**config.mk**
```make
export PLATFORM = sky130hd
export DESIGN_NAME = an_encoder_24bits
export DESIGN_NICKNAME = d
export VERILOG_FILES = /design/src/rtl/an_code_pkg.sv /design/src/rtl/an_encoder_24bits.sv
export SDC_FILE = /design/constraint.sdc
export NUM_CORES = 1
export LEC_CHECK = 0
export BUFFER_PORTS_ARGS = -buffer_cell sky130_fd_sc_hd__buf_4
export CAP_MARGIN = 5
export CORE_MARGIN = 2
export CORE_UTILIZATION = 35
export CTS_CLUSTER_DIAMETER = 100
export CTS_CLUSTER_SIZE = 14
export DETAILED_ROUTE_END_ITERATION = 8
export GPL_TIMING_DRIVEN = 0
export PLACE_DENSITY = 0.55
export SYNTH_ARGS = -nofsm -noshare
export SYNTH_HDL_FRONTEND = slang
export SYNTH_SLANG_ARGS = --single-unit
```
**constraint.sdc**
```tcl
create_clock -name clk -period 7.18 [get_ports clk]
set_input_delay 1.077 -clock clk [delete_from_list [all_inputs] [get_ports clk]]
set_output_delay 1.077 -clock clk [all_outputs]
set_load 0.005 [all_outputs]
```
**src/rtl/an_code_pkg.sv**
```systemverilog
// Shared AN-code constants and state type for the SEC encoder/decoder pair.
package an_code_pkg;

  localparam int AN_A      = 67;
  localparam int AN_A_W    = 7;
  localparam int AN_DATA_W = 24;
  localparam int AN_CODE_W = 31;

  typedef enum logic [1:0] {
    IDLE = 2'd0,
    MUL  = 2'd1,
    DONE = 2'd2
  } an_enc_state_t;

endpackage

```
**src/rtl/an_encoder_24bits.sv**
```systemverilog
// Sequential shift-add AN-code encoder: out_code = A*X, one bit of A per cycle.
// Optional AN_ERR_INJ_EN adds a single arithmetic-weight error (+/- 2^inj_pos) on the codeword.
module an_encoder_24bits
  import an_code_pkg::*;
#(
  parameter int DATA_W = AN_DATA_W,
  parameter int A      = AN_A,
  parameter int A_W    = AN_A_W,
  parameter int CODE_W = AN_CODE_W
) (
  input  logic              clk,
  input  logic              rst,
  input  logic              in_valid,
  output logic              in_ready,
  input  logic [DATA_W-1:0] in_data,
  output logic              out_valid,
  input  logic              out_ready,
  output logic [CODE_W-1:0] out_code,
`ifdef AN_ERR_INJ_EN
  input  logic              inj_en,
  input  logic              inj_neg,
  input  logic [4:0]        inj_pos,
`endif
  output logic              busy
);

  localparam int             CNT_W  = $clog2(A_W + 1);
  localparam logic [A_W-1:0] A_BITS = A_W'(A);

  an_enc_state_t     state_q, state_d;
  logic [CODE_W-1:0] acc_q, acc_d;
  logic [CNT_W-1:0]  cnt_q, cnt_d;
  logic [DATA_W-1:0] x_reg_q, x_reg_d;
  logic [CODE_W-1:0] code_q, code_d;
  logic              vld_q, vld_d;
  logic [CODE_W-1:0] acc_sum;

`ifdef AN_ERR_INJ_EN
  logic              inj_en_q, inj_en_d;
  logic              inj_neg_q, inj_neg_d;
  logic [4:0]        inj_pos_q, inj_pos_d;

  // Positions beyond the codeword width leave the codeword untouched.
  function automatic logic [CODE_W-1:0] inject(input logic [CODE_W-1:0] code,
                                               input logic              en,
                                               input logic              neg,
                                               input logic [4:0]        pos);
    logic [CODE_W-1:0] delta;
    delta = '0;
    if (en && (32'(pos) < CODE_W)) delta = CODE_W'(1) << pos;
    return neg ? (code - delta) : (code + delta);
  endfunction
`endif

  assign acc_sum = A_BITS[cnt_q]
                 ? acc_q + ({{(CODE_W-DATA_W){1'b0}}, x_reg_q} << cnt_q)
                 : acc_q;

  always_comb begin
    state_d   = state_q;
    acc_d     = acc_q;
    cnt_d     = cnt_q;
    x_reg_d   = x_reg_q;
    code_d    = code_q;
    vld_d     = vld_q;
`ifdef AN_ERR_INJ_EN
    inj_en_d  = inj_en_q;
    inj_neg_d = inj_neg_q;
    inj_pos_d = inj_pos_q;
`endif
    case (state_q)
      IDLE: begin
        if (in_valid) begin
          x_reg_d   = in_data;
          acc_d     = '0;
          cnt_d     = '0;
          state_d   = MUL;
`ifdef AN_ERR_INJ_EN
          inj_en_d  = inj_en;
          inj_neg_d = inj_neg;
          inj_pos_d = inj_pos;
`endif
        end
      end
      MUL: begin
        acc_d = acc_sum;
        cnt_d = cnt_q + CNT_W'(1);
        // Last bit of A: the codeword is final on this edge.
        if (cnt_q == CNT_W'(A_W - 1)) begin
          state_d = DONE;
          vld_d   = 1'b1;
`ifdef AN_ERR_INJ_EN
          code_d  = inject(acc_sum, inj_en_q, inj_neg_q, inj_pos_q);
`else
          code_d  = acc_sum;
`endif
        end
      end
      DONE: begin
        if (out_ready) begin
          state_d = IDLE;
          vld_d   = 1'b0;
        end
      end
      default: begin
        state_d = IDLE;
        vld_d   = 1'b0;
      end
    endcase
  end

  always_ff @(posedge clk or posedge rst) begin
    if (rst) begin
      state_q   <= IDLE;
      acc_q     <= '0;
      cnt_q     <= '0;
      x_reg_q   <= '0;
      code_q    <= '0;
      vld_q     <= 1'b0;
`ifdef AN_ERR_INJ_EN
      inj_en_q  <= 1'b0;
      inj_neg_q <= 1'b0;
      inj_pos_q <= '0;
`endif
    end else begin
      state_q   <= state_d;
      acc_q     <= acc_d;
      cnt_q     <= cnt_d;
      x_reg_q   <= x_reg_d;
      code_q    <= code_d;
      vld_q     <= vld_d;
`ifdef AN_ERR_INJ_EN
      inj_en_q  <= inj_en_d;
      inj_neg_q <= inj_neg_d;
      inj_pos_q <= inj_pos_d;
`endif
    end
  end

  assign in_ready  = (state_q == IDLE);
  assign busy      = (state_q != IDLE);
  assign out_valid = vld_q;
  assign out_code  = code_q;

endmodule
```
==> run metrics <==
status=finished clean; Storage cell area=0.00230 mm²; first-pass GRT wire length=29100 µm; Async S/R FF share, synth=100%; Port-buffer cells=61; die area=0.0189 mm²; Worst-path clk slew=70 ps; drt pass-1 iters=5; Post-synth EDFFs=0; HPWL Detailed=14400 µm; worst reg2reg path endpoint=out_code[30]$_DFFE_PP0P_; Yosys warning total=0; synthesized area=0.00622 mm²; f_max=195 MHz; worst slew pin tran=951 ps; Core Rows=48; Multi-input gate area=0.00371 mm²; via count=5481; vias in the first global route=5134; # Post-CTS Setup Buffers=0; post-layout util=41.9%; Yosys top cell area share=37.0%; FF-to-FF setup slack=2060 ps; clk_lat worst skew=360 ps; final critical path time including I/O delays and setup=5120 ps; initial antenna violation count=0; most frequent cells after synthesis=nand2_1, dfrtp_1, o21ai_0, nor2_1, a21oi_1; final WL=18600 µm; Setup crit start=cnt_q[1]$_DFFE_PP0P_; die width=137 µm; Area growth syn-to-layout=16.9%; post-route ant nets=0; Setup CP Type=register to register; Root Buffer=clkbuf_16; Setup crit start kind=register; Fin Setup TNS=0 ps; ANT cells=0; count leader, synth=nand2_1; Final Hold Vio Count=0; Placed Area=0.00699 mm²; Seq cells post-synth=92; routability congestion estimate=0.878; Layout Nets=827; RSZ-0062 raised after global routing=no; worst hold path type=register to register; sequential-to-total area share from yosys stat=37.0%; CTS Sinks=92; WL/cell=18.7 µm; Synth Instances=693; Initial Utilization=35.8%; drc violations=0; worst clock skew=7.44 ps; Congestion Overflow GR=0; fin. max-slew vios=0; top cells by area, synth=dfrtp_1, mux2_2, ha_1; # fillers=1700; Netlist cell types=54; Iter 0 DRT Violations=298; via density per instance=5.51; H-tree depth=3; Setup crit end kind=register; Slew HR=36.4%; Synth area leader=dfrtp_1; Ports=62; Mean Syn Cell Area=8.98 µm²; Worst Path Arrival=5400 ps; CTS tree=built; max-cap violations=0; Design Area, Final=0.00727 mm²; beginning of the worst register-to-register path=cnt_q[1]$_DFFE_PP0P_; layout cells sized above 1=18.1%; final setup fails=0; worst-path fanout max=10; Syn Nets=754; GR Util All Layers=20.6%; CTS Hold Bufs=0; CTS resizes=0; Num CTS Buffers=9; CTS max path bufs=2; CORE AREA=0.0174 mm²; largest net degree at the start of global routing=51; R2R depth=15; worst setup path end=out_code[30]$_DFFE_PP0P_; top_reg_cell synth=dfrtp_1; DIE HEIGHT=137 µm; Final period util=71.3%; Worst Path Required=7460 ps
[state kept, by name (all words and copies together) (netlist names)]
name	flops
out_code	31
acc_q	31
cnt_q	3
state_q	2
out_valid	1
x_reg_q	24
[area by class of cell]
cell class                 count  area share (%)
buffer                        41            2.20
clock buffer                  12            3.53
clock inverter                 3           0.310
inverter                      12           0.654
multi-input combinational    548            51.1
sequential                    92            31.7
tap                          225            3.87
timing repair buffer          62            6.68
[worst min path at each step]
| stage | from | end | slack (ps) | cells past startpoint |
|---|---|---|---|---|
| floorplan | acc_q[30]$_DFFE_PP0P_ | acc_q[30]$_DFFE_PP0P_ | 460 | 1 |
| global placement | out_valid$_DFFE_PP0P_ | out_valid$_DFFE_PP0P_ | 470 | 2 |
| detailed placement | out_code[2]$_DFFE_PP0P_ | out_code[2]$_DFFE_PP0P_ | 470 | 2 |
| CTS | out_code[2]$_DFFE_PP0P_ | out_code[2]$_DFFE_PP0P_ | 490 | 2 |
| global route | out_code[2]$_DFFE_PP0P_ | out_code[2]$_DFFE_PP0P_ | 510 | 2 |
| finish | out_code[2]$_DFFE_PP0P_ | out_code[2]$_DFFE_PP0P_ | 480 | 2 |
[stage by stage]
stage | setup WS [ps] | hold WS (ps) | instances
after floorplan | 3080 | 460 | 693
after global placement | 2070 | 467 | 979
after detailed placement | 2100 | 472 | 980
after CTS | 2070 | 487 | 995
after global routing | 1740 | 506 | 995
final | 2060 | 481 | 995
[layer usage]
layer	vias to the layer above	share of wire, %	global-route usage (%)	routed length [µm]
met2	142	45	31.3	8340
met3	19	3.5	2.21	654
li1	2656	-	-	-
met5	-	0	0	0
met4	0	1.9	7.39	358
met1	2664	50	30.2	9260
[logic make-up after synthesis]
group	after synthesis	synth area share [%]
flops	92	37.0
compound gates	192	19.4
simple gates	222	15.3
mux	69	13.8
buf+inv	53	3.30
fa+ha+maj	33	6.76
xor+xnor	32	4.51
[placed cells by master, fill, tap and decap left out, types with 3 or more instances in the layout]
master | Yosys | layout
xnor2_1 | 21 | 21
clkbuf_16 | 0 | 9
clkbuf_1 | 30 | 31
buf_2 | 4 | 4
clkinvlp_4 | 0 | 3
nor3_1 | 6 | 6
o21ai_1 | 7 | 7
mux2i_1 | 17 | 17
a31oi_1 | 15 | 15
a21oi_1 | 47 | 47
mux4_2 | 9 | 9
o21ai_0 | 53 | 53
nor2_1 | 51 | 51
buf_1 | 6 | 6
nand3_1 | 34 | 34
a22oi_1 | 6 | 6
o211ai_1 | 4 | 4
nand2_1 | 106 | 106
o21bai_1 | 9 | 9
inv_1 | 11 | 10
a21o_1 | 14 | 14
dfrtp_1 | 92 | 92
o21a_1 | 6 | 6
and3_1 | 5 | 5
nor2b_1 | 4 | 4
and2_1 | 4 | 4
a22o_1 | 5 | 5
mux2_2 | 43 | 43
a211oi_1 | 6 | 6
ha_1 | 32 | 32
buf_4 | 0 | 61
xor2_1 | 11 | 11
a311oi_1 | 3 | 3
nand4_1 | 5 | 5
[worst max-delay path, cell delays in order (launching register included)]
cell and delay [ps]:
dfrtp_1 370, clkbuf_1 410, buf_1 580, clkbuf_1 530
o21ai_0 250, mux2i_1 220, ha_1 350, a21oi_1 190
o21ai_0 130, a311oi_1 510, a31oi_2 240, a221oi_2 460
o21ai_4 180, xnor2_1 150, or3_1 300, a31oi_1 160
Power is left out: the tool's default activity adds up to more than one toggle a clock period on the data nets, which glitch-free logic cannot reach.
